--- src/rtl/alien_row_fetch_pkg.sv ---
`default_nettype none
// ============================================================================
//  Module   : invaders_pkg
//  Brief    : Shared sprite geometry, band width and FSM encoding.
//  Revision : 1.0
// ============================================================================
package invaders_pkg;

    localparam int SPRITE_ROWS = 12;
    localparam int SPRITE_W    = 12;
    localparam int BAND_W      = 3;
    localparam int ROW_IDX_W   = 4;

    typedef enum logic [2:0] {
        ST_IDLE  = 3'd0,
        ST_CALC  = 3'd1,
        ST_FETCH = 3'd2,
        ST_DONE  = 3'd3,
        ST_EXT   = 3'd4
    } state_t;

    function automatic logic row_in_range(input logic [ROW_IDX_W-1:0] idx);
        return idx < ROW_IDX_W'(SPRITE_ROWS);
    endfunction

endpackage
`default_nettype wire

--- src/rtl/alien_row_fetch_if.sv ---
`default_nettype none
// ============================================================================
//  Module   : alien_row_fetch_if
//  Brief    : Line request, sprite ROM and secondary requester signals.
//  Revision : 1.0
// ============================================================================
interface alien_row_fetch_if #(
    parameter int Y_WIDTH = 10
) ();
    import invaders_pkg::*;

    logic                 line_start;
    logic [Y_WIDTH-1:0]   vpos;
    logic [Y_WIDTH-1:0]   form_y;
    logic [ROW_IDX_W-1:0] rom_row_index;
    logic [SPRITE_W-1:0]  rom_row_data;
    logic [SPRITE_W-1:0]  line_bits;
    logic [BAND_W-1:0]    line_band;
    logic                 line_hit;
    logic                 line_ready;
    logic                 ext_req;
    logic [ROW_IDX_W-1:0] ext_index;
    logic                 ext_gnt;
    logic [SPRITE_W-1:0]  ext_data;

    modport master (
        input  line_start, vpos, form_y, rom_row_data, ext_req, ext_index,
        output rom_row_index, line_bits, line_band, line_hit, line_ready,
               ext_gnt, ext_data
    );

    modport slave (
        output line_start, vpos, form_y, rom_row_data, ext_req, ext_index,
        input  rom_row_index, line_bits, line_band, line_hit, line_ready,
               ext_gnt, ext_data
    );
endinterface
`default_nettype wire

--- src/rtl/alien_row_fetch_band_decode.sv ---
`default_nettype none
// ============================================================================
//  Module   : alien_band_decode
//  Brief    : Maps a line offset from the formation top to band, sprite row, hit.
//  Revision : 1.0
// ============================================================================
module alien_band_decode
    import invaders_pkg::*;
#(
    parameter int Y_WIDTH        = 10,
    parameter int NUM_ROWS       = 5,
    parameter int ROW_PITCH_LOG2 = 5,
    parameter int SCALE_SHIFT    = 1
) (
    input  wire logic [Y_WIDTH-1:0]   vpos_i,
    input  wire logic [Y_WIDTH-1:0]   form_y_i,
    output logic      [BAND_W-1:0]    band_o,
    output logic      [ROW_IDX_W-1:0] srow_o,
    output logic                      hit_o
);
    localparam logic [Y_WIDTH:0] LIMIT = (Y_WIDTH+1)'(NUM_ROWS << ROW_PITCH_LOG2);

    logic [Y_WIDTH:0]          w_dy;
    logic [ROW_PITCH_LOG2-1:0] w_sr;

    // One extra bit so the subtraction's sign bit marks lines above the formation.
    assign w_dy   = {1'b0, vpos_i} - {1'b0, form_y_i};
    assign w_sr   = w_dy[ROW_PITCH_LOG2-1:0] >> SCALE_SHIFT;
    assign band_o = BAND_W'(w_dy >> ROW_PITCH_LOG2);
    assign srow_o = ROW_IDX_W'(w_sr);
    assign hit_o  = !w_dy[Y_WIDTH] && (w_dy < LIMIT) && (int'(w_sr) < SPRITE_ROWS);

endmodule
`default_nettype wire

--- src/rtl/alien_row_fetch.sv ---
`default_nettype none
// ============================================================================
//  Module   : alien_row_fetch
//  Brief    : Per-scanline alien sprite row fetch with a secondary ROM requester.
//  Revision : 1.0
// ============================================================================
module alien_row_fetch
    import invaders_pkg::*;
#(
    parameter int Y_WIDTH        = 10,
    parameter int NUM_ROWS       = 5,
    parameter int ROW_PITCH_LOG2 = 5,
    parameter int SCALE_SHIFT    = 1
) (
    input  wire logic          clk,
    input  wire logic          rst_n,
    alien_row_fetch_if.master  bus
);
    state_t               state_q;
    logic [Y_WIDTH-1:0]   vpos_q, form_y_q, pend_vpos_q, pend_form_y_q;
    logic                 pend_q, hit_q, ext_oob_q, ext_phase_q;
    logic [BAND_W-1:0]    band_q, line_band_q;
    logic [ROW_IDX_W-1:0] rom_row_index_q;
    logic [SPRITE_W-1:0]  hold_q, line_bits_q, ext_data_q;
    logic                 line_hit_q, line_ready_q, ext_gnt_q;

    logic [BAND_W-1:0]    w_band;
    logic [ROW_IDX_W-1:0] w_srow;
    logic                 w_hit;

    alien_band_decode #(
        .Y_WIDTH        (Y_WIDTH),
        .NUM_ROWS       (NUM_ROWS),
        .ROW_PITCH_LOG2 (ROW_PITCH_LOG2),
        .SCALE_SHIFT    (SCALE_SHIFT)
    ) u_decode (
        .vpos_i   (vpos_q),
        .form_y_i (form_y_q),
        .band_o   (w_band),
        .srow_o   (w_srow),
        .hit_o    (w_hit)
    );

    always_ff @(posedge clk or negedge rst_n) begin
        if (!rst_n) begin
            state_q         <= ST_IDLE;
            vpos_q          <= '0;
            form_y_q        <= '0;
            pend_q          <= 1'b0;
            pend_vpos_q     <= '0;
            pend_form_y_q   <= '0;
            hit_q           <= 1'b0;
            band_q          <= '0;
            hold_q          <= '0;
            ext_oob_q       <= 1'b0;
            ext_phase_q     <= 1'b0;
            rom_row_index_q <= '0;
            line_bits_q     <= '0;
            line_band_q     <= '0;
            line_hit_q      <= 1'b0;
            line_ready_q    <= 1'b0;
            ext_gnt_q       <= 1'b0;
            ext_data_q      <= '0;
        end else begin
            line_ready_q <= 1'b0;
            ext_gnt_q    <= 1'b0;

            // A line start that cannot be taken now waits in a single slot; newest wins.
            if (state_q != ST_IDLE && bus.line_start) begin
                pend_q        <= 1'b1;
                pend_vpos_q   <= bus.vpos;
                pend_form_y_q <= bus.form_y;
            end

            case (state_q)
                ST_IDLE: begin
                    if (bus.line_start) begin
                        vpos_q   <= bus.vpos;
                        form_y_q <= bus.form_y;
                        pend_q   <= 1'b0;
                        state_q  <= ST_CALC;
                    end else if (pend_q) begin
                        vpos_q   <= pend_vpos_q;
                        form_y_q <= pend_form_y_q;
                        pend_q   <= 1'b0;
                        state_q  <= ST_CALC;
                    end else if (bus.ext_req && !ext_gnt_q) begin
                        rom_row_index_q <= row_in_range(bus.ext_index) ? bus.ext_index : '0;
                        ext_oob_q       <= !row_in_range(bus.ext_index);
                        ext_phase_q     <= 1'b0;
                        state_q         <= ST_EXT;
                    end
                end
                ST_CALC: begin
                    band_q          <= w_band;
                    hit_q           <= w_hit;
                    rom_row_index_q <= w_hit ? w_srow : '0;
                    state_q         <= ST_FETCH;
                end
                ST_FETCH: begin
                    hold_q  <= bus.rom_row_data;
                    state_q <= ST_DONE;
                end
                ST_DONE: begin
                    line_bits_q     <= hit_q ? hold_q : '0;
                    line_band_q     <= hit_q ? band_q : '0;
                    line_hit_q      <= hit_q;
                    line_ready_q    <= 1'b1;
                    rom_row_index_q <= '0;
                    state_q         <= ST_IDLE;
                end
                ST_EXT: begin
                    // First cycle samples the ROM, second publishes data with the grant.
                    if (!ext_phase_q) begin
                        hold_q      <= ext_oob_q ? '0 : bus.rom_row_data;
                        ext_phase_q <= 1'b1;
                    end else begin
                        ext_data_q      <= hold_q;
                        ext_gnt_q       <= 1'b1;
                        ext_phase_q     <= 1'b0;
                        rom_row_index_q <= '0;
                        state_q         <= ST_IDLE;
                    end
                end
                default: state_q <= ST_IDLE;
            endcase
        end
    end

    assign bus.rom_row_index = rom_row_index_q;
    assign bus.line_bits     = line_bits_q;
    assign bus.line_band     = line_band_q;
    assign bus.line_hit      = line_hit_q;
    assign bus.line_ready    = line_ready_q;
    assign bus.ext_gnt       = ext_gnt_q;
    assign bus.ext_data      = ext_data_q;

endmodule
`default_nettype wire

--- src/flat_wrapper.sv ---
// flat-port wrapper written by rule: the top's interface ports become plain ports
module alien_row_fetch_flat import invaders_pkg::*;
#(
    parameter int Y_WIDTH        = 10,
    parameter int NUM_ROWS       = 5,
    parameter int ROW_PITCH_LOG2 = 5,
    parameter int SCALE_SHIFT    = 1
)
  (clk, rst_n, bus_line_start, bus_vpos, bus_form_y, bus_rom_row_data, bus_ext_req, bus_ext_index, bus_rom_row_index, bus_line_bits, bus_line_band, bus_line_hit, bus_line_ready, bus_ext_gnt, bus_ext_data);
  alien_row_fetch_if #(.Y_WIDTH(Y_WIDTH)) bus_i ();
  input  wire logic clk;
  input  wire logic rst_n;
  input wire logic [$bits(bus_i.line_start)-1:0] bus_line_start;
  input wire logic [$bits(bus_i.vpos)-1:0] bus_vpos;
  input wire logic [$bits(bus_i.form_y)-1:0] bus_form_y;
  input wire logic [$bits(bus_i.rom_row_data)-1:0] bus_rom_row_data;
  input wire logic [$bits(bus_i.ext_req)-1:0] bus_ext_req;
  input wire logic [$bits(bus_i.ext_index)-1:0] bus_ext_index;
  output wire logic [$bits(bus_i.rom_row_index)-1:0] bus_rom_row_index;
  output wire logic [$bits(bus_i.line_bits)-1:0] bus_line_bits;
  output wire logic [$bits(bus_i.line_band)-1:0] bus_line_band;
  output wire logic [$bits(bus_i.line_hit)-1:0] bus_line_hit;
  output wire logic [$bits(bus_i.line_ready)-1:0] bus_line_ready;
  output wire logic [$bits(bus_i.ext_gnt)-1:0] bus_ext_gnt;
  output wire logic [$bits(bus_i.ext_data)-1:0] bus_ext_data;
  assign bus_i.line_start = bus_line_start;
  assign bus_i.vpos = bus_vpos;
  assign bus_i.form_y = bus_form_y;
  assign bus_i.rom_row_data = bus_rom_row_data;
  assign bus_i.ext_req = bus_ext_req;
  assign bus_i.ext_index = bus_ext_index;
  assign bus_rom_row_index = bus_i.rom_row_index;
  assign bus_line_bits = bus_i.line_bits;
  assign bus_line_band = bus_i.line_band;
  assign bus_line_hit = bus_i.line_hit;
  assign bus_line_ready = bus_i.line_ready;
  assign bus_ext_gnt = bus_i.ext_gnt;
  assign bus_ext_data = bus_i.ext_data;
  alien_row_fetch #(.Y_WIDTH(Y_WIDTH), .NUM_ROWS(NUM_ROWS), .ROW_PITCH_LOG2(ROW_PITCH_LOG2), .SCALE_SHIFT(SCALE_SHIFT)) u_core (.clk(clk), .rst_n(rst_n), .bus(bus_i));
endmodule
--- config.mk ---
export PLATFORM = sky130hd
export DESIGN_NAME = alien_row_fetch_flat
export DESIGN_NICKNAME = d
export VERILOG_FILES = /design/src/rtl/alien_row_fetch_pkg.sv /design/src/rtl/alien_row_fetch_if.sv /design/src/rtl/alien_row_fetch_band_decode.sv /design/src/rtl/alien_row_fetch.sv /design/src/flat_wrapper.sv
export SDC_FILE = /design/constraint.sdc
export NUM_CORES = 1
export LEC_CHECK = 0
export CORE_MARGIN = 1.5
export CORE_UTILIZATION = 45
export CTS_BUF_LIST = sky130_fd_sc_hd__clkbuf_4
export CTS_CLUSTER_SIZE = 12
export DETAILED_ROUTE_END_ITERATION = 10
export PLACE_DENSITY = 0.69
export SYNTH_ARGS = -nofsm -noshare
export SYNTH_HDL_FRONTEND = slang
export SYNTH_HIERARCHICAL = 1
export SYNTH_SLANG_ARGS = --single-unit
--- constraint.sdc ---
create_clock -name clk -period 7.07 [get_ports clk]
set_clock_uncertainty 0.2 [all_clocks]
set_input_delay 1.0605 -clock clk [delete_from_list [all_inputs] [get_ports clk]]
set_output_delay 1.0605 -clock clk [all_outputs]
set_load 0.01 [all_outputs]
==> results.py <==
metrics = {
    "run_status": {
        "status": "completed",
    },
    "routing": {
        "avgViaCountPerCell": 5.04,
        "routed_wire_length_per_instance_um": 14.1,
        "detailroute.via_count": 3072,
        "number_of_iterations_in_the_first_detailed_routing_pass": 4,
        "ant_nets": 0,
        "routed_wl_um": 8610,
        "drc_errors": 0,
        "initial_drt_markers": 134,
    },
    "worst_setup_path": {
        "critPathRequiredTime_ps": 7220,
        "startpoint_kind_of_the_worst_setup_timing_path": "flop",
        "worst-setup-path-type": "flop to flop",
        "worstReg2RegEnd": "u_core/bus.rom_row_index[1]$_DFFE_PN0P_",
        "arrival_ps": 3030,
        "r2r.worst_path.cells": 11,
        "crit-reg2reg-launch": "u_core/form_y_q[0]$_DFFE_PN0P_",
        "r2r_slack_ps": 4190,
        "setup.worst_path.end_class": "flop",
        "path_max_fanout": 4,
    },
    "placement": {
        "port_buffers": 73,
        "detailedPlacementHpwl_um": 6390,
        "routabilityCongestion": 0.816,
    },
    "power_and_ir_drop": {
        "p_switching_w": 0.000922,
        "combPwrFrac_pct": 48.1,
        "internal-power_w": 0.00145,
        "seqPwrFrac_pct": 39.3,
        "powerDensity_nw_per_um2": 432,
        "p_clk_share_pct": 12.6,
        "static-leakage-power_nw": 2.46,
        "worst_ir_drop_vdd_mv": 0.176,
        "p_sw_share_pct": 38.8,
    },
    "floorplanning": {
        "num_io_pins": 74,
        "num_rows": 36,
        "die_height_um": 104,
        "chipWidth_um": 104,
        "core_um2": 9860,
        "initial_utilization_pct": 46.7,
        "fp.dieArea_um2": 10900,
    },
    "yosys": {
        "synth.cell_area_um2": 4610,
        "yosys.cell_types.count": 50,
        "yosysSeqAreaShare_pct": 52.1,
        "synth_cells": 407,
        "synthArstFlopShare_pct": 100,
        "synth_flop_cell": "dfrtp_1",
        "ys_warn_count": 6,
        "postSynthNetCount": 457,
        "post_synth.cell_area_avg_um2": 11.3,
        "number_of_flops_mapped_to_enable_cells_by_yosys": 0,
        "synth-seq-cells": 96,
    },
    "worst_hold_path": {
        "hold_path.class": "flop to flop",
        "timing.hold.worst.start": "u_core/bus.line_bits[3]$_DFFE_PN0P_",
        "hold_depth": 2,
        "hold-path-endpoint": "u_core/bus.line_bits[3]$_DFFE_PN0P_",
    },
    "sta": {
        "final-setup-viol-count": 0,
        "report.final.slew_viol_count": 0,
        "timing_worst_slew_pin_value_ps": 892,
        "timing_hold_violations_final": 0,
        "worst_slew_margin_rel_pct": 40.4,
        "finalSetupTns_ps": 0,
        "crit_path_time_final_ps": 2880,
        "finalCritPeriodShare_pct": 40.8,
        "rsz0062_at_grt": "false",
        "clock.fmax_mhz": 347,
    },
    "global_routing": {
        "grt_first_pass_wirelength_um": 14800,
        "grt_max_degree": 64,
        "initial_antenna_violation_count": 0,
        "overall_track_demand_over_capacity_in_global_routing_pct": 17.2,
        "global_route.overflow_total": 0,
        "first_global_vias": 3064,
    },
    "finish": {
        "register_area_um2": 2400,
        "area.growth.synth_to_final_pct": 19.1,
        "post-route-util_pct": 55.7,
        "commonest_non_fill_non_tap_cell_in_the_layout": "dfrtp_1",
        "drive_gt1_share_pct": 17.9,
        "antenna_cells_inserted": 0,
        "nNetsFinal": 521,
        "multiInputGateArea_um2": 1970,
        "layout.cells.most_common_list": "dfrtp_1 (96), clkdlybuf4s50_1 (72), nand2_1 (61), o21ai_0 (32), nor2_1 (27)",
        "n_fill_cell": 832,
    },
    "clock_network": {
        "clk_pin_slew_ps": 140,
        "post_cts_resized": 0,
        "cts.path.max_buffers": 2,
        "cts_buffers": 9,
        "tritoncts": "yes",
        "postcts_setup_bufs": 0,
        "tritoncts_num_sinks": 96,
        "clk_latency_ps": 450,
        "post_cts_hold_buffer_count": 0,
        "h_tree_lvls": 3,
        "cts_root_buffer": "clkbuf_4",
    },
    "flow_run": {
        "maxCapViolations": 0,
    },
}
-- state kept, by name, summed over array words and instances, names as in the netlist --
register                  flops
u_core/bus.ext_data          12
u_core/bus.line_bits         12
u_core/hold_q                12
u_core/form_y_q              10
u_core/pend_form_y_q         10
u_core/pend_vpos_q           10
u_core/vpos_q                10
u_core/bus.rom_row_index      4
u_core/band_q                 3
u_core/bus.line_band          3
u_core/state_q                3
u_core/bus.ext_gnt            1
u_core/bus.line_hit           1
u_core/bus.line_ready         1
u_core/ext_oob_q              1
u_core/ext_phase_q            1
u_core/hit_q                  1
u_core/pend_q                 1
-- cells in the mapped netlist (2+ instances only) --
cell type	n	share of area, %
nor2_1	27	2.2
inv_1	16	1.3
a21o_1	2	0.33
nor3_1	4	0.43
dfrtp_1	96	52
nand2_1	61	5.0
a21oi_1	16	1.7
xor2_1	2	0.38
mux2_2	26	6.4
nand2b_1	2	0.27
o21ai_0	32	3.5
mux2_1	3	0.73
a21oi_2	13	2.5
ha_1	9	2.4
mux2_4	13	4.2
a211o_1	2	0.38
o21ai_1	2	0.22
a32o_1	4	0.87
buf_4	3	0.49
nor2b_1	4	0.54
clkbuf_1	2	0.16
buf_6	8	2.0
buf_2	8	0.87
nand3_1	2	0.22
and3_1	2	0.27
mux2i_1	20	4.3
xnor2_1	5	0.95
-- final cells by class --
class | instances | area share [%]
clock inverters | 7 | 1.46
inverters | 16 | 1.09
clock buffers | 9 | 1.23
repair buffers | 76 | 13.7
well taps | 133 | 3.03
multi-input cells | 272 | 35.8
flip-flops and latches | 96 | 43.7
-- cell families (layout without fill, tap and decap cells) --
kind of cell | Yosys count | in the layout | synth area share (%)
flops | 96 | 96 | 52.1
fa+ha+maj | 10 | 10 | 2.88
simple gates | 114 | 114 | 11.3
xor+xnor | 7 | 7 | 1.33
buf+inv | 39 | 108 | 5.32
mux | 62 | 62 | 15.7
compound gates | 79 | 79 | 11.4
-- metrics by stage --
stage / instance area (µm²) / setup slack (ps) / power, W / hold slack [ps] / instances
after floorplan: 4610 / 4460 / 0.00180 / 248 / 407
after global placement: 5350 / 4060 / 0.00205 / 262 / 593
after detailed placement: 5350 / 4000 / 0.00210 / 271 / 593
after CTS: 5490 / 4200 / 0.00240 / 304 / 609
after global routing: 5490 / 4030 / 0.00258 / 327 / 609
final: 5490 / 4190 / 0.00238 / 295 / 609
-- critical path, stage by stage (launching register included) --
cell and delay, ps:
dfrtp_1 400, nor2b_2 180, fa_1 450, nand2b_1 180, nand2b_1 110, a21oi_1 100
o21a_1 210, o211ai_1 200, a211oi_2 80, and2_4 160, a32o_1 240, mux2_4 270
-- per-layer routing --
| layer | GRT usage [%] | routed length (µm) | vias to the layer above |
|---|---|---|---|
| met3 | 4.14 | 276 | 6 |
| met2 | 28.4 | 4200 | 57 |
| li1 | - | - | 1515 |
| met4 | 5.06 | 85 | 0 |
| met1 | 22.5 | 4050 | 1494 |
| met5 | 0 | 0 | - |
-- power by group through the flow --
stage	Combinational (W)	Sequential, W	Clock [W]
after floorplan	0.000878	0.000918	0
after global placement	0.00111	0.000941	0
after detailed placement	0.00115	0.000948	0
after CTS	0.00115	0.000935	0.000313
after global routing	0.00127	0.000967	0.000335
final	0.00114	0.000934	0.000300
-- how the worst max path moves through the flow --
stage / startpoint / end / depth (start not counted)
final: u_core/form_y_q[0]$_DFFE_PN0P_ / u_core/bus.rom_row_index[1]$_DFFE_PN0P_ / 11
after global routing: u_core/form_y_q[0]$_DFFE_PN0P_ / u_core/bus.rom_row_index[1]$_DFFE_PN0P_ / 11
after CTS: u_core/vpos_q[6]$_DFFE_PN0P_ / u_core/bus.rom_row_index[1]$_DFFE_PN0P_ / 10
after detailed placement: bus_line_start / u_core/form_y_q[6]$_DFFE_PN0P_ / 7
after global placement: bus_line_start / u_core/form_y_q[8]$_DFFE_PN0P_ / 7
after floorplan: u_core/form_y_q[0]$_DFFE_PN0P_ / u_core/bus.rom_row_index[0]$_DFFE_PN0P_ / 11
Power figures use the tool's default switching activity.
==> patch (config.mk and constraints unchanged) <==
`ROW_PITCH_LOG2` is set to 5 in 3 places; all go to 4.
--- a/src/rtl/alien_row_fetch_band_decode.sv
+++ b/src/rtl/alien_row_fetch_band_decode.sv
@@ -10,5 +10,5 @@
     parameter int Y_WIDTH        = 10,
     parameter int NUM_ROWS       = 5,
-    parameter int ROW_PITCH_LOG2 = 5,
+    parameter int ROW_PITCH_LOG2 = 4,
     parameter int SCALE_SHIFT    = 1
 ) (
--- a/src/rtl/alien_row_fetch.sv
+++ b/src/rtl/alien_row_fetch.sv
@@ -10,5 +10,5 @@
     parameter int Y_WIDTH        = 10,
     parameter int NUM_ROWS       = 5,
-    parameter int ROW_PITCH_LOG2 = 5,
+    parameter int ROW_PITCH_LOG2 = 4,
     parameter int SCALE_SHIFT    = 1
 ) (
--- a/src/flat_wrapper.sv
+++ b/src/flat_wrapper.sv
@@ -4,5 +4,5 @@
     parameter int Y_WIDTH        = 10,
     parameter int NUM_ROWS       = 5,
-    parameter int ROW_PITCH_LOG2 = 5,
+    parameter int ROW_PITCH_LOG2 = 4,
     parameter int SCALE_SHIFT    = 1
 )
Formal check against the unedited RTL: not equivalent (Yosys sat finds a counterexample within 4 cycles, from zero or initial values and one cycle with rst_n low).
==> patch against the unedited design <==
Core utilization is essentially flat; wire length grew 1.8%; worst setup slack lost 0.25 ns; area after synthesis grew 0.81%; first-iteration DRC count shrank 31%; total power shrank 0.74%; cell area grew 0.50%; sequential share of layout area shrank 0.22 points; clock power grew 4%; via count grew 0.16%; sequential cell count is the same.
==> patch: results (changes against the unedited design) <==
INFO  metric outcome = completed
INFO  metric firstDrtPassIters = 5 (+1)
INFO  metric global_route.usage.total = 16.6% (-0.62 points)
INFO  metric hold-path-endpoint = u_core/bus.line_bits[5]$_DFFE_PN0P_
INFO  metric synth.area.mux_share = 16.0% (+0.30 points)
INFO  metric grt_pass1_wl = 14300 um (-3.2%)
INFO  metric grt_antenna_before_repair = 0 (unchanged)
INFO  metric static-leakage-power = 2.47 nW (+0.36%)
INFO  metric wl_met3 = 425 um (+54%)
INFO  metric min_from = u_core/bus.line_bits[5]$_DFFE_PN0P_
INFO  metric cp.arrival = 3.28 ns (+0.25 ns)
INFO  metric dominant_cells_by_area_after_synthesis = dfrtp_1 (52%), mux2_2 (6.3%), nand2_1 (5.2%)
INFO  metric postLayoutSetupSlackWorst = 3.94 ns (-0.250 ns)
INFO  metric regToRegStartpoint = u_core/vpos_q[0]$_DFFE_PN0P_
INFO  metric post_synthesis_compound_gate_area_fraction = 11.7% (+0.31 points)
INFO  metric drt-initial-drc-count = 93 (-31%)
INFO  metric worst_path_largest_cell_delay = 0.46 ns
INFO  metric via_count_of_the_first_global_routing_pass = 2917 (-4.8%)
INFO  metric detailed_place_hpwl = 6260 um (-2.2%)
INFO  metric global_route.usage.met1 = 22.0% (-0.52 points)
INFO  metric share_of_layout_cells_above_drive_strength_1 = 16.9% (-0.95 points)
INFO  metric place_congestion = 0.842 (+3.1%)
INFO  metric cts-htree-levels = 3 (unchanged)
INFO  metric avgRoutedWirePerCell = 14.3 um (+1.3%)
INFO  metric final_nets = 524 (+0.58%)
INFO  metric reg2reg_slack = 3.94 ns (-0.25 ns)
INFO  metric postPlaceCellArea = 0.00536 mm^2 (+0.35%)
INFO  metric net_count_of_the_mapped_netlist = 462 (+1.1%)
INFO  metric routed-via-count = 3077 (+0.16%)
INFO  metric detail_route.wirelength.met1 = 3950 um (-2.4%)
INFO  metric yosys.area_share.adder = 2.85% (-0.023 points)
INFO  metric met2_layer_wire_length_in_the_routed_design = 4300 um (+2.4%)
INFO  metric tightest_slew = 0.860 ns (-0.0319 ns)
INFO  metric global_route.usage.met2 = 27.0% (-1.4 points)
INFO  metric use_met3 = 4.55% (+0.42 points)
INFO  metric synth-seq-area-share = 51.7% (-0.42 points)
INFO  metric top_post_synthesis_cells_by_count = dfrtp_1 (96), nand2_1 (64), o21ai_0 (32), mux2_2 (26), nor2_1 (24)
INFO  metric synth_area_in_xor_xnor = 1.13% (-0.20 points)
INFO  metric worst_ir_drop_vdd = 0.177 mV (+0.68%)
INFO  metric maximum_number_of_pins_on_one_net_before_global_route_repair = 54 (-16%)
INFO  metric number_of_distinct_standard_cells_referenced_by_the_synthesized_netlist = 50 (unchanged)
patch: final cells by class:
class	instances	area, um^2
clock buffers	9	67.6
clock inverters	7	88.8
fillers	873	4390
inverters	15	56.3
multi-input cells	276	1990
flip-flops and latches	96	2400
well taps	133	166
repair buffers	76	751
patch: worst min-delay path: stages, from the launching register on:
cell,delay (ns)
dfrtp_1,0.37
nand2_1,0.04
o21ai_0,0.06
patch: metrics by stage:
step / hold slack [ns] / util [%] / instances
after CTS: 0.308 / 55.7 / 612
after detailed placement: 0.276 / 54.1 / 596
after global placement: 0.262 / 54.1 / 596
final: 0.302 / 55.7 / 612
after global routing: 0.336 / 55.7 / 612
after floorplan: 0.248 / - / 412
patch: where the power goes:
| group | leakage [nW] | internal [mW] | total [mW] | switching, mW |
|---|---|---|---|---|
| Combinational | 1.20 | 0.556 | 1.12 | 0.567 |
| Sequential | 1.19 | 0.771 | 0.923 | 0.151 |
| Clock | 0.0821 | 0.116 | 0.313 | 0.196 |
